**config.mk**
```make
export PLATFORM = sky130hd
export DESIGN_NAME = axi_arbiter_2m
export DESIGN_NICKNAME = d
export VERILOG_FILES = /design/src/rtl/axi_arbiter_2m.sv
export SDC_FILE = /design/constraint.sdc
export NUM_CORES = 1
export LEC_CHECK = 0
export ABC_AREA = 1
export CAP_MARGIN = 5
export CORE_AREA = 2 2 216 218
export DETAILED_ROUTE_END_ITERATION = 10
export DIE_AREA = 0 0 218 220
export SLEW_MARGIN = 15
export SYNTH_ARGS = -nofsm -noshare
export SYNTH_HDL_FRONTEND = slang
export SYNTH_SLANG_ARGS = --single-unit
```
**constraint.sdc**
```tcl
create_clock -name aclk -period 4.6 [get_ports aclk]
set_clock_uncertainty 0.1 [all_clocks]
set_input_delay 0.69 -clock aclk [delete_from_list [all_inputs] [get_ports aclk]]
set_output_delay 0.69 -clock aclk [all_outputs]
set_load 0.05 [all_outputs]
```
**src/rtl/axi_arbiter_2m.sv**
```systemverilog
// axi_arbiter_2m: two AXI masters onto one slave port; write and read paths
// arbitrate independently with round-robin priority and purely combinational routing.
module axi_arbiter_2m #(
  parameter int ADDR_BITS = 32,
  parameter int DATA_BITS = 32,
  parameter int LEN_BITS  = 8,
  parameter int SIZE_BITS = 3
) (
  input  logic                   aclk,
  input  logic                   areset_n,
  input  logic                   m0_aw_valid,
  input  logic [ADDR_BITS-1:0]   m0_aw_addr,
  input  logic [LEN_BITS-1:0]    m0_aw_len,
  input  logic [SIZE_BITS-1:0]   m0_aw_size,
  input  logic [1:0]             m0_aw_burst,
  input  logic [3:0]             m0_aw_cache,
  output logic                   m0_aw_ready,
  input  logic                   m0_w_valid,
  input  logic [DATA_BITS-1:0]   m0_w_data,
  input  logic [DATA_BITS/8-1:0] m0_w_strb,
  input  logic                   m0_w_last,
  output logic                   m0_w_ready,
  output logic                   m0_b_valid,
  output logic [1:0]             m0_b_resp,
  input  logic                   m0_b_ready,
  input  logic                   m0_ar_valid,
  input  logic [ADDR_BITS-1:0]   m0_ar_addr,
  input  logic [LEN_BITS-1:0]    m0_ar_len,
  input  logic [SIZE_BITS-1:0]   m0_ar_size,
  input  logic [1:0]             m0_ar_burst,
  input  logic [3:0]             m0_ar_cache,
  output logic                   m0_ar_ready,
  output logic                   m0_r_valid,
  output logic [DATA_BITS-1:0]   m0_r_data,
  output logic [1:0]             m0_r_resp,
  output logic                   m0_r_last,
  input  logic                   m0_r_ready,
  input  logic                   m1_aw_valid,
  input  logic [ADDR_BITS-1:0]   m1_aw_addr,
  input  logic [LEN_BITS-1:0]    m1_aw_len,
  input  logic [SIZE_BITS-1:0]   m1_aw_size,
  input  logic [1:0]             m1_aw_burst,
  input  logic [3:0]             m1_aw_cache,
  output logic                   m1_aw_ready,
  input  logic                   m1_w_valid,
  input  logic [DATA_BITS-1:0]   m1_w_data,
  input  logic [DATA_BITS/8-1:0] m1_w_strb,
  input  logic                   m1_w_last,
  output logic                   m1_w_ready,
  output logic                   m1_b_valid,
  output logic [1:0]             m1_b_resp,
  input  logic                   m1_b_ready,
  input  logic                   m1_ar_valid,
  input  logic [ADDR_BITS-1:0]   m1_ar_addr,
  input  logic [LEN_BITS-1:0]    m1_ar_len,
  input  logic [SIZE_BITS-1:0]   m1_ar_size,
  input  logic [1:0]             m1_ar_burst,
  input  logic [3:0]             m1_ar_cache,
  output logic                   m1_ar_ready,
  output logic                   m1_r_valid,
  output logic [DATA_BITS-1:0]   m1_r_data,
  output logic [1:0]             m1_r_resp,
  output logic                   m1_r_last,
  input  logic                   m1_r_ready,
  output logic                   s_aw_valid,
  output logic [ADDR_BITS-1:0]   s_aw_addr,
  output logic [LEN_BITS-1:0]    s_aw_len,
  output logic [SIZE_BITS-1:0]   s_aw_size,
  output logic [1:0]             s_aw_burst,
  output logic [3:0]             s_aw_cache,
  input  logic                   s_aw_ready,
  output logic                   s_w_valid,
  output logic [DATA_BITS-1:0]   s_w_data,
  output logic [DATA_BITS/8-1:0] s_w_strb,
  output logic                   s_w_last,
  input  logic                   s_w_ready,
  input  logic                   s_b_valid,
  input  logic [1:0]             s_b_resp,
  output logic                   s_b_ready,
  output logic                   s_ar_valid,
  output logic [ADDR_BITS-1:0]   s_ar_addr,
  output logic [LEN_BITS-1:0]    s_ar_len,
  output logic [SIZE_BITS-1:0]   s_ar_size,
  output logic [1:0]             s_ar_burst,
  output logic [3:0]             s_ar_cache,
  input  logic                   s_ar_ready,
  input  logic                   s_r_valid,
  input  logic [DATA_BITS-1:0]   s_r_data,
  input  logic [1:0]             s_r_resp,
  input  logic                   s_r_last,
  output logic                   s_r_ready,
  output logic                   wr_busy,
  output logic                   rd_busy,
  output logic                   wr_gnt,
  output logic                   rd_gnt,
  output logic                   wr_len_err
);
  typedef enum logic [1:0] {WR_IDLE, WR_ADDR, WR_DATA, WR_RESP} wr_state_t;
  typedef enum logic [1:0] {RD_IDLE, RD_ADDR, RD_DATA} rd_state_t;
  wr_state_t wr_state, wr_state_d;
  rd_state_t rd_state, rd_state_d;
  logic wr_gnt_d, wr_prio, wr_prio_d, wr_err_d, rd_gnt_d, rd_prio, rd_prio_d;
  logic [LEN_BITS-1:0] wr_cnt, wr_cnt_d;
  logic wa, wd, wb, ra, rd;
  logic aw0, aw1, w0, w1, b0, b1, ar0, ar1, r0, r1;
  assign wa = wr_state == WR_ADDR;
  assign wd = wr_state == WR_DATA;
  assign wb = wr_state == WR_RESP;
  assign ra = rd_state == RD_ADDR;
  assign rd = rd_state == RD_DATA;
  assign wr_busy = wr_state != WR_IDLE;
  assign rd_busy = rd_state != RD_IDLE;
  assign aw0 = wa & ~wr_gnt;
  assign aw1 = wa & wr_gnt;
  assign w0  = wd & ~wr_gnt;
  assign w1  = wd & wr_gnt;
  assign b0  = wb & ~wr_gnt;
  assign b1  = wb & wr_gnt;
  assign ar0 = ra & ~rd_gnt;
  assign ar1 = ra & rd_gnt;
  assign r0  = rd & ~rd_gnt;
  assign r1  = rd & rd_gnt;
  // slave-bound payload follows the grant; only valids are gated by phase
  assign s_aw_valid = (aw0 & m0_aw_valid) | (aw1 & m1_aw_valid);
  assign s_aw_addr  = wr_gnt ? m1_aw_addr  : m0_aw_addr;
  assign s_aw_len   = wr_gnt ? m1_aw_len   : m0_aw_len;
  assign s_aw_size  = wr_gnt ? m1_aw_size  : m0_aw_size;
  assign s_aw_burst = wr_gnt ? m1_aw_burst : m0_aw_burst;
  assign s_aw_cache = wr_gnt ? m1_aw_cache : m0_aw_cache;
  assign s_w_valid  = (w0 & m0_w_valid) | (w1 & m1_w_valid);
  assign s_w_data   = wr_gnt ? m1_w_data : m0_w_data;
  assign s_w_strb   = wr_gnt ? m1_w_strb : m0_w_strb;
  assign s_w_last   = wr_gnt ? m1_w_last : m0_w_last;
  assign s_b_ready  = (b0 & m0_b_ready) | (b1 & m1_b_ready);
  assign s_ar_valid = (ar0 & m0_ar_valid) | (ar1 & m1_ar_valid);
  assign s_ar_addr  = rd_gnt ? m1_ar_addr  : m0_ar_addr;
  assign s_ar_len   = rd_gnt ? m1_ar_len   : m0_ar_len;
  assign s_ar_size  = rd_gnt ? m1_ar_size  : m0_ar_size;
  assign s_ar_burst = rd_gnt ? m1_ar_burst : m0_ar_burst;
  assign s_ar_cache = rd_gnt ? m1_ar_cache : m0_ar_cache;
  assign s_r_ready  = (r0 & m0_r_ready) | (r1 & m1_r_ready);
  // master-bound signals are forced to zero for whichever master is not the owner
  assign m0_aw_ready = aw0 & s_aw_ready;
  assign m1_aw_ready = aw1 & s_aw_ready;
  assign m0_w_ready  = w0 & s_w_ready;
  assign m1_w_ready  = w1 & s_w_ready;
  assign m0_b_valid  = b0 & s_b_valid;
  assign m1_b_valid  = b1 & s_b_valid;
  assign m0_b_resp   = b0 ? s_b_resp : 2'b00;
  assign m1_b_resp   = b1 ? s_b_resp : 2'b00;
  assign m0_ar_ready = ar0 & s_ar_ready;
  assign m1_ar_ready = ar1 & s_ar_ready;
  assign m0_r_valid  = r0 & s_r_valid;
  assign m1_r_valid  = r1 & s_r_valid;
  assign m0_r_data   = r0 ? s_r_data : '0;
  assign m1_r_data   = r1 ? s_r_data : '0;
  assign m0_r_resp   = r0 ? s_r_resp : 2'b00;
  assign m1_r_resp   = r1 ? s_r_resp : 2'b00;
  assign m0_r_last   = r0 & s_r_last;
  assign m1_r_last   = r1 & s_r_last;
  always_comb begin
    wr_state_d = wr_state;
    wr_gnt_d   = wr_gnt;
    wr_prio_d  = wr_prio;
    wr_cnt_d   = wr_cnt;
    wr_err_d   = wr_len_err;
    case (wr_state)
      WR_IDLE: if (m0_aw_valid || m1_aw_valid) begin
        wr_gnt_d   = (m0_aw_valid && m1_aw_valid) ? wr_prio : m1_aw_valid;
        wr_state_d = WR_ADDR;
      end
      WR_ADDR: if (s_aw_valid && s_aw_ready) begin
        wr_cnt_d   = s_aw_len;
        wr_state_d = WR_DATA;
      end
      WR_DATA: if (s_w_valid && s_w_ready) begin
        wr_cnt_d = wr_cnt - LEN_BITS'(wr_cnt != '0);
        wr_err_d = wr_len_err | (s_w_last ^ (wr_cnt == '0));
        if (s_w_last) wr_state_d = WR_RESP;
      end
      default: if (s_b_valid && s_b_ready) begin
        wr_prio_d  = ~wr_gnt;
        wr_state_d = WR_IDLE;
      end
    endcase
  end
  always_comb begin
    rd_state_d = rd_state;
    rd_gnt_d   = rd_gnt;
    rd_prio_d  = rd_prio;
    case (rd_state)
      RD_IDLE: if (m0_ar_valid || m1_ar_valid) begin
        rd_gnt_d   = (m0_ar_valid && m1_ar_valid) ? rd_prio : m1_ar_valid;
        rd_state_d = RD_ADDR;
      end
      RD_ADDR: if (s_ar_valid && s_ar_ready) rd_state_d = RD_DATA;
      default: if (s_r_valid && s_r_ready && s_r_last) begin
        rd_prio_d  = ~rd_gnt;
        rd_state_d = RD_IDLE;
      end
    endcase
  end
  always_ff @(posedge aclk or negedge areset_n)
    if (!areset_n) begin
      wr_state   <= WR_IDLE;
      rd_state   <= RD_IDLE;
      wr_gnt     <= 1'b0;
      rd_gnt     <= 1'b0;
      wr_prio    <= 1'b0;
      rd_prio    <= 1'b0;
      wr_cnt     <= '0;
      wr_len_err <= 1'b0;
    end else begin
      wr_state   <= wr_state_d;
      rd_state   <= rd_state_d;
      wr_gnt     <= wr_gnt_d;
      rd_gnt     <= rd_gnt_d;
      wr_prio    <= wr_prio_d;
      rd_prio    <= rd_prio_d;
      wr_cnt     <= wr_cnt_d;
      wr_len_err <= wr_err_d;
    end
endmodule

```
==> metrics.cfg, run 1 <==
[clocking]
ctsHtreeMaxLevel=1
path_clk_slew_ns=0.06
insertion_delay_ns=0.26
cts_setup_buffers=0
cts_root_buffer=clkbuf_16
cts_tree=built
ctsResizeCount=0
hold_buffers=0
cts.sink_count=17
numCtsBuffers=3
clockBufferDepth=2

[floorplanning]
initial_core_util_pct=7.53
core_area_um2=45900
die_h_um=220
die_w_um=218
dieArea_um2=48000
num_rows=79
ios=553

[critical_path]
critPathMaxFanout=53
crit_required_ns=3.81
worstSetupPathType=reg -> out
cp-end-kind=output pin
crit_buf_inv=2
start_kind=flop
startpoint=rd_gnt$_DFFE_PN0P_
cp_cell_sequence=inv_4 -> nand3_4 -> nor2_1 -> clkdlybuf4s50_1
cp_top_family=buffers and inverters
cpPeakStageDelay_ns=0.85
r2r-start=wr_gnt$_DFFE_PN0P_
crit_slowest_cell=clkdlybuf4s50_1
worstPathArrival_ns=3.02

[route]
drtIter0Drc=254
wl_um=31600
vias=6637
drc_errors=0
drt-vias-per-instance=3.50
drtAntennaViolNets=0
dr.pass1.iters=4
wl_per_cell_um=16.7

[synth]
synth_largest_area_cell=nand2_1
synth_edf_count=0
async_flop_share_pct=100
synth_commonest_cells=478 x nand2_1, 90 x nor2_1, 64 x inv_1
yosys_warnings=0
ys.flop_type=dfrtp_1
syn-cell-area_um2=3450
avgSynthCellArea_um2=4.55
synth_top_area_share_pct=51.9
synthDistinctLibCells=28
syn_nets=1092
syn_inst=760
ys_seq_area_share_pct=12.3
synth.most_common_cell=nand2_1
synth_seq_cells=17
ys_top_cells_by_area=nand2_1 52%, dfrtp_1 12%, nor2_1 9.8%, inv_1 7.0%, ha_1 2.9%

[sta]
finalCritPeriodShare_pct=82.9
slew-limit-headroom_pct=47.9
hold_slack_ns=0.305
tightest_slew_ns=0.782
rsz0062_at_grt=false
fmax_ghz=0.262
setup_ws_ns=0.787
period_minus_slack_ns=3.81
report.final.slew_viol_count=0
setup_viol=0
hold_viol_final=0
fin_tns_setup_ns=0

[place]
placement.io_buffers=552
hpwlAfterDp_um=27300
pre_cts_slack_ns=1.07
globalplace.congestion=0.881

[global_routing]
grt-ovfl-total=0
grt_pass1_vias=6508
busiest_layer=met2
grt_pass1_wl_um=41400
grtUsageMet2_pct=21.6
grt_max_degree=71
antenna_found_initial=3
met3_usage_pct=2.69
grt_use_total_pct=11.8
met1_usage_pct=13.9

[final_layout]
seq_area_um2=430
multiInputGateArea_um2=2580
fin_nets=1620
synthToLayoutAreaGrowth_pct=179
diodes=0
fill_cells=5215
drive_gt1_share_pct=3.96

[power]
finalPower_w=0.00599
max-vdd-ir-drop_v=0.000301
power_density_nw_per_um2=621
p_leak_nw=4.50

[min_path]
min_path_type=in -> async

[run]
drv_cap=0

[status]
outcome=finished, final reports clean

-- layer usage --
layer  share of wire, %  vias up
li1                   -     3295
met1                 41     2931
met2                 49      380
met3                8.7       25
met4                1.5        6
met5               0.15        -
-- power breakdown --
part           switching (W)  internal, W
Clock              0.0000677     0.000118
Sequential          0.000138     0.000221
Combinational        0.00380      0.00164
-- logic make-up (layout without fill, tap and decap cells) --
family	Yosys count	count (layout)	share of synthesized area, %
flip-flops	17	17	12.3
buffers and inverters	108	635	13.0
AND/OR/NAND/NOR	605	605	68.1
adder cells (fa/ha/maj)	8	8	2.90
AO/OA/AOI/OAI	22	22	3.69
-- sequential cells by signal, indices dropped and copies added (netlist names) --
signal	flops
rd_state	2
wr_prio	1
wr_len_err	1
wr_state	2
wr_gnt	1
wr_cnt	8
rd_prio	1
rd_gnt	1
-- final timing paths --
check | cells past startpoint | end | slack, ns
min in group aclk | 2 | wr_len_err$_DFFE_PN0P_ | 0.38
hold reg to reg | 2 | wr_len_err$_DFFE_PN0P_ | 0.38
setup reg to reg | 10 | wr_cnt[2]$_DFFE_PN0P_ | 1.80
max in group asynchronous | 1 | wr_gnt$_DFFE_PN0P_ | 3.70
hold / removal | 1 | wr_len_err$_DFFE_PN0P_ | 0.31
setup / recovery | 4 | m0_r_data[24] | 0.79
-- stage by stage --
stage | instances | instance area (um2) | util (%)
2_1_floorplan | 760 | 3450 | -
3_3_place_gp | 1890 | 9570 | 20.9
3_5_place_dp | 1890 | 9570 | 20.9
4_1_cts | 1894 | 9650 | 21.0
5_1_grt | 1894 | 9650 | 21.0
6_report | 1894 | 9650 | 21.0
-- cell type report --
type / count / share of cell area [%]
clock buffers: 4 / 0.817
inverters: 68 / 2.67
multi-input cells: 635 / 26.7
flip-flops and latches: 17 / 4.46
well taps: 607 / 7.87
repair buffers: 563 / 57.4
-- cell usage in the layout, fill, tap and decap left out, types with 2 or more instances in the layout --
| master | n |
|---|---|
| o21a_1 | 3 |
| nor2_1 | 90 |
| clkbuf_16 | 3 |
| or2_1 | 3 |
| o21ai_1 | 2 |
| dfrtp_1 | 15 |
| nand3_1 | 20 |
| nor4_1 | 2 |
| buf_4 | 36 |
| inv_1 | 64 |
| o21ai_0 | 13 |
| nand2_1 | 478 |
| nand3_2 | 2 |
| ha_1 | 8 |
| nand4_1 | 2 |
| nor3_1 | 5 |
| inv_2 | 3 |
| clkdlybuf4s50_1 | 526 |
No activity file was read; power rests on OpenSTA's default activity.
==> run 2: changes to the inputs <==
--- a/config.mk
+++ b/config.mk
@@ -7,9 +7,9 @@
 export LEC_CHECK = 0
 export ABC_AREA = 1
 export CAP_MARGIN = 5
-export CORE_AREA = 2 2 216 218
+export CORE_AREA = 2 2 212 214
 export DETAILED_ROUTE_END_ITERATION = 10
-export DIE_AREA = 0 0 218 220
+export DIE_AREA = 0 0 214 216
 export SLEW_MARGIN = 15
 export SYNTH_ARGS = -nofsm -noshare
 export SYNTH_HDL_FRONTEND = slang
==> constraint.sdc (replaced) <==
create_clock -name aclk -period 3.9 [get_ports aclk]
set_clock_uncertainty 0.1 [all_clocks]
set_input_delay 0.585 -clock aclk [delete_from_list [all_inputs] [get_ports aclk]]
set_output_delay 0.585 -clock aclk [all_outputs]
set_load 0.05 [all_outputs]
==> metrics.cfg, run 2 (synthesis gave the netlist of run 1 again) <==
[sta]
hold_viol_final=0  ; unchanged
rsz0062_at_grt=false
slew-limit-headroom_pct=43.2  ; -4.7 points
fin_tns_setup_ns=0  ; unchanged
setup_ws_ns=0.809  ; +0.0223 ns
setup_viol=0  ; unchanged
period_minus_slack_ns=3.09
fmax_ghz=0.324
tightest_slew_ns=0.849  ; +0.0672 ns
report.final.slew_viol_count=0  ; unchanged
finalCritPeriodShare_pct=79.3

[final_layout]
drive_gt1_share_pct=11.9  ; +8.0 points
mostFrequentLayoutCells=478 x nand2_1, 420 x clkdlybuf4s50_1, 94 x buf_12, 90 x nor2_1, 64 x inv_1
final_cells=1876  ; -0.95%
top_regs=wr_cnt x8, rd_state x2, wr_state x2
largest_reg_flops=8  ; unchanged
fin_nets=1616  ; -0.25%
mostFrequentLayoutCell=nand2_1
top_register=wr_cnt
synthToLayoutAreaGrowth_pct=204

[place]
hpwlAfterDp_um=27500  ; +0.61%
globalplace.congestion=0.922  ; +4.7%
placement.io_buffers=552  ; unchanged
pre_cts_slack_ns=0.932  ; -0.137 ns
dp_cells=1871  ; -1.0%

[clocking]
cts_setup_buffers=0  ; unchanged
path_clk_slew_ns=0.06  ; about the same
hold_buffers=0  ; unchanged
clockBufferDepth=2  ; unchanged
numCtsBuffers=3  ; unchanged
ctsHtreeMaxLevel=1  ; unchanged
cts_tree=built
insertion_delay_ns=0.26  ; about the same
ctsResizeCount=0  ; unchanged
cts_root_buffer=clkbuf_16
cts.sink_count=17  ; unchanged

[status]
outcome=finished, final reports clean

[route]
wl_per_cell_um=16.6  ; -0.18%
vias=6616  ; -0.32%
drtIter0Drc=314  ; +24%
dr.pass1.iters=5  ; +1
drt-vias-per-instance=3.53  ; +0.64%
wl_um=31200  ; -1.1%
drc_errors=0  ; unchanged
drtAntennaViolNets=0  ; unchanged

[floorplanning]
core_area_um2=43800  ; -4.4%
dieArea_um2=46200  ; -3.6%
ios=553  ; unchanged
initial_core_util_pct=7.88  ; +0.35 points
num_rows=77  ; -2.5%
die_w_um=214  ; -1.8%
die_h_um=216  ; -1.8%

[power]
max-vdd-ir-drop_v=0.000439  ; +46%
power_density_nw_per_um2=749  ; +21%
p_leak_nw=5.02  ; +12%

[critical_path]
crit_buf_inv=4  ; +2
cpPeakStageDelay_ns=0.90  ; +0.05 ns
worstPathArrival_ns=2.41  ; -0.61 ns
start_kind=flop
crit_slowest_cell=clkdlybuf4s50_1
cp_top_family=buffers and inverters
cp_cell_sequence=inv_1 -> ha_1 -> buf_4 -> inv_2 -> nor3_1 -> clkdlybuf4s50_1
crit_required_ns=3.21  ; -0.60 ns
worstSetupPathType=reg -> out
critPathMaxFanout=15  ; -72%
cp-end-kind=output pin

[global_routing]
grt_max_degree=68  ; -4.2%
antenna_found_initial=6  ; +3
grt_pass1_wl_um=44000  ; +6.2%
grt_use_total_pct=12.8  ; +1.0 points
grt_pass1_vias=6855  ; +5.3%
grt-ovfl-total=0  ; unchanged

[min_path]
min_path_type=reg -> reg

[run]
drv_cap=0  ; unchanged

run 2: report_power, final:
| group | switching (W) | leakage (nW) | internal, W | total, W |
|---|---|---|---|---|
| clock network | 0.0000793 | 0.0382 | 0.000139 | 0.000219 |
| registers | 0.000127 | 0.205 | 0.000262 | 0.000389 |
| logic | 0.00471 | 4.78 | 0.00256 | 0.00727 |
run 2: metrics by stage:
step           total power (W)  hold slack, ns  instance area [um2]  utilization (%)
6_report               0.00788           0.375                10500             24.0
5_1_grt                0.00831           0.409                10500             24.0
4_1_cts                0.00800           0.380                10500             24.0
3_5_place_dp           0.00774           0.358                10400             23.8
3_3_place_gp           0.00772           0.357                10400             23.8
2_1_floorplan          0.00443           0.189                 3450                -
run 2: worst reg2reg max path, delay by kind of cell, from the launching register on:
| kind | cells | cell delay (ns) |
|---|---|---|
| buffers and inverters | 2 | 0.74 |
| and+or+nand+nor | 7 | 1.12 |
| DFF | 1 | 0.63 |
run 2: layer usage:
layer / GRT usage (%) / part of all wire (%)
met4: 5.69 / 4.5
met3: 3.31 / 8.4
met5: 0 / 0.16
met1: 13.9 / 37
met2: 23.3 / 50
run 2: final timing paths:
| path | start | endpoint | slack, ns | cells after the start |
|---|---|---|---|---|
| max in group asynchronous | areset_n | rd_gnt$_DFFE_PN0P_ | 2.35 | 2 |
| min | wr_len_err$_DFFE_PN0P_ | wr_len_err$_DFFE_PN0P_ | 0.38 | 2 |
| max | wr_state[0]$_DFFE_PN0P_ | m0_w_ready | 0.81 | 6 |
| max reg2reg | wr_gnt$_DFFE_PN0P_ | wr_cnt[2]$_DFFE_PN0P_ | 1.24 | 9 |
| min in group asynchronous | areset_n | wr_len_err$_DFFE_PN0P_ | 0.72 | 1 |
| min reg2reg | wr_len_err$_DFFE_PN0P_ | wr_len_err$_DFFE_PN0P_ | 0.38 | 2 |
run 2: layout make-up:
class                           count  area, um2
Fill cell                        4880      33300
Multi-Input combinational cell    635       2580
Clock buffer                        4       78.8
Antenna cell                        1       2.50
Tap cell                          592        741
Inverter                           68        258
Timing Repair Buffer              559       6420
Sequential cell                    17        430
==> run 3: changes to the inputs <==
==> constraint.sdc (replaced) <==
create_clock -name aclk -period 3.25 [get_ports aclk]
set_clock_uncertainty 0.1 [all_clocks]
set_input_delay 0.4875 -clock aclk [delete_from_list [all_inputs] [get_ports aclk]]
set_output_delay 0.4875 -clock aclk [all_outputs]
set_load 0.05 [all_outputs]
==> metrics.cfg, run 3 (synthesis gave the netlist of run 1 again) <==
[route]
wl_met3_um=2270  ; -13%
met2_length_um=16800  ; +8.0%
drt-vias-per-instance=3.56  ; +1.0%
drc_errors=0  ; unchanged
drtIter0Drc=241  ; -23%
top_layer=met4
drtAntennaViolNets=0  ; unchanged
vias=6697  ; +1.2%
wl_um=31900  ; +2.2%
wl_met1_um=12200  ; +4.9%
dr.pass1.iters=4  ; -1
wl_per_cell_um=17.0  ; +1.9%

[sta]
fin_tns_setup_ns=0  ; unchanged
rsz0062_at_grt=false
fmax_ghz=0.336
tightest_slew_ns=0.698  ; -0.151 ns
finalCritPeriodShare_pct=91.6
report.final.slew_viol_count=0  ; unchanged
slew-limit-headroom_pct=53.3  ; +10 points
period_minus_slack_ns=2.98
setup_viol=0  ; unchanged
hold_viol_final=0  ; unchanged
setup_ws_ns=0.274  ; -0.535 ns

[clocking]
clockBufferDepth=2  ; unchanged
path_clk_slew_ns=0.06  ; about the same
hold_buffers=0  ; unchanged
insertion_delay_ns=0.26  ; about the same
ctsHtreeMaxLevel=1  ; unchanged
cts_setup_buffers=0  ; unchanged
cts_root_buffer=clkbuf_16
ctsResizeCount=0  ; unchanged
numCtsBuffers=3  ; unchanged
cts.sink_count=17  ; unchanged
cts_tree=built

[final_layout]
largest_reg_flops=8  ; unchanged
synthToLayoutAreaGrowth_pct=228
fin_nets=1619  ; +0.19%
top_register=wr_cnt
mostFrequentLayoutCell=nand2_1
drive_gt1_share_pct=16.4  ; +4.5 points
top_regs=wr_cnt x8, rd_state x2, wr_state x2
mostFrequentLayoutCells=478 x nand2_1, 365 x clkdlybuf4s50_1, 167 x buf_12, 90 x nor2_1, 64 x inv_1
fill_cells=4794  ; -1.8%

[floorplanning]
num_rows=77  ; unchanged
die_w_um=214  ; unchanged
die_h_um=216  ; unchanged
dieArea_um2=46200  ; unchanged
initial_core_util_pct=7.88  ; unchanged
core_area_um2=43800  ; unchanged
ios=553  ; unchanged

[min_path]
min_path_type=reg -> reg

[global_routing]
antenna_found_initial=1  ; -5
grt_pass1_vias=7122  ; +3.9%
grt_max_degree=96  ; +41%
grt_pass1_wl_um=46100  ; +4.7%
grt_use_total_pct=13.3  ; +0.51 points
grt-ovfl-total=0  ; unchanged

[critical_path]
start_kind=flop
worstSetupPathType=reg -> out
critPathMaxFanout=53  ; +38
worstPathArrival_ns=2.39  ; -0.02 ns
cp-end-kind=output pin
crit_required_ns=2.66  ; -0.55 ns

[place]
placement.io_buffers=552  ; unchanged
globalplace.congestion=0.940  ; +1.9%
pre_cts_slack_ns=0.460  ; -0.472 ns
hpwlAfterDp_um=28100  ; +2.2%

[power]
p_leak_nw=5.35  ; +6.6%
max-vdd-ir-drop_v=0.000561  ; +28%
power_density_nw_per_um2=889  ; +19%

[run]
drv_cap=0  ; unchanged

[status]
outcome=finished, final reports clean

run 3: changes by cell type in the layout (fill, tap and decap cells not counted), sizes merged:
cell           previous run  this run
buf                     139       197
clkdlybuf4s50           420       365
diode                     1         2
run 3: where the power goes:
part           switching [W]  total [W]  internal (W)
clock              0.0000938   0.000261      0.000167
combinational        0.00580    0.00935       0.00355
sequential          0.000138   0.000452      0.000314
run 3: critical path, stage by stage (launching register included):
cell             delay (ns)
dfrtp_2                0.58
inv_4                  0.46
nand2_1                0.10
nand2_1                0.15
clkdlybuf4s50_1        0.82
run 3: final timing paths:
kind / depth (start not counted) / to / slack, ns / startpoint
max: 4 / s_ar_addr[30] / 0.27 / rd_gnt$_DFFE_PN0P_
min: 2 / wr_len_err$_DFFE_PN0P_ / 0.37 / wr_len_err$_DFFE_PN0P_
max reg2reg: 9 / wr_cnt[3]$_DFFE_PN0P_ / 0.73 / wr_gnt$_DFFE_PN0P_
min reg2reg: 2 / wr_len_err$_DFFE_PN0P_ / 0.37 / wr_len_err$_DFFE_PN0P_
max in group asynchronous: 2 / rd_gnt$_DFFE_PN0P_ / 1.93 / areset_n
min in group asynchronous: 1 / wr_len_err$_DFFE_PN0P_ / 0.55 / areset_n
run 3: through the flow:
stage | util [%] | power [W] | hold WS, ns | cell area, um2 | cells
3_3_place_gp | 25.6 | 0.00986 | 0.355 | 11200 | 1874
5_1_grt | 25.8 | 0.0106 | 0.383 | 11300 | 1878
6_report | 25.8 | 0.0101 | 0.366 | 11300 | 1880
4_1_cts | 25.8 | 0.0102 | 0.374 | 11300 | 1878
3_5_place_dp | 25.6 | 0.00991 | 0.362 | 11200 | 1874
2_1_floorplan | - | 0.00532 | 0.0919 | 3450 | 760
run 3: cell type report:
| cell class | instances | area, um2 | share of cell area [%] |
|---|---|---|---|
| Timing Repair Buffer | 562 | 7220 | 63.8 |
| Multi-Input combinational cell | 635 | 2580 | 22.8 |
| Tap cell | 592 | 741 | 6.55 |
| Sequential cell | 17 | 430 | 3.80 |
| Inverter | 68 | 258 | 2.28 |
| Clock buffer | 4 | 78.8 | 0.697 |
| Antenna cell | 2 | 5.00 | 0.0442 |
run 3: layer usage:
layer | global-route usage (%) | up-vias
li1 | - | 3297
met1 | 14.6 | 2999
met2 | 25.8 | 378
met3 | 2.69 | 23
met4 | 3.26 | 0
met5 | 0 | -
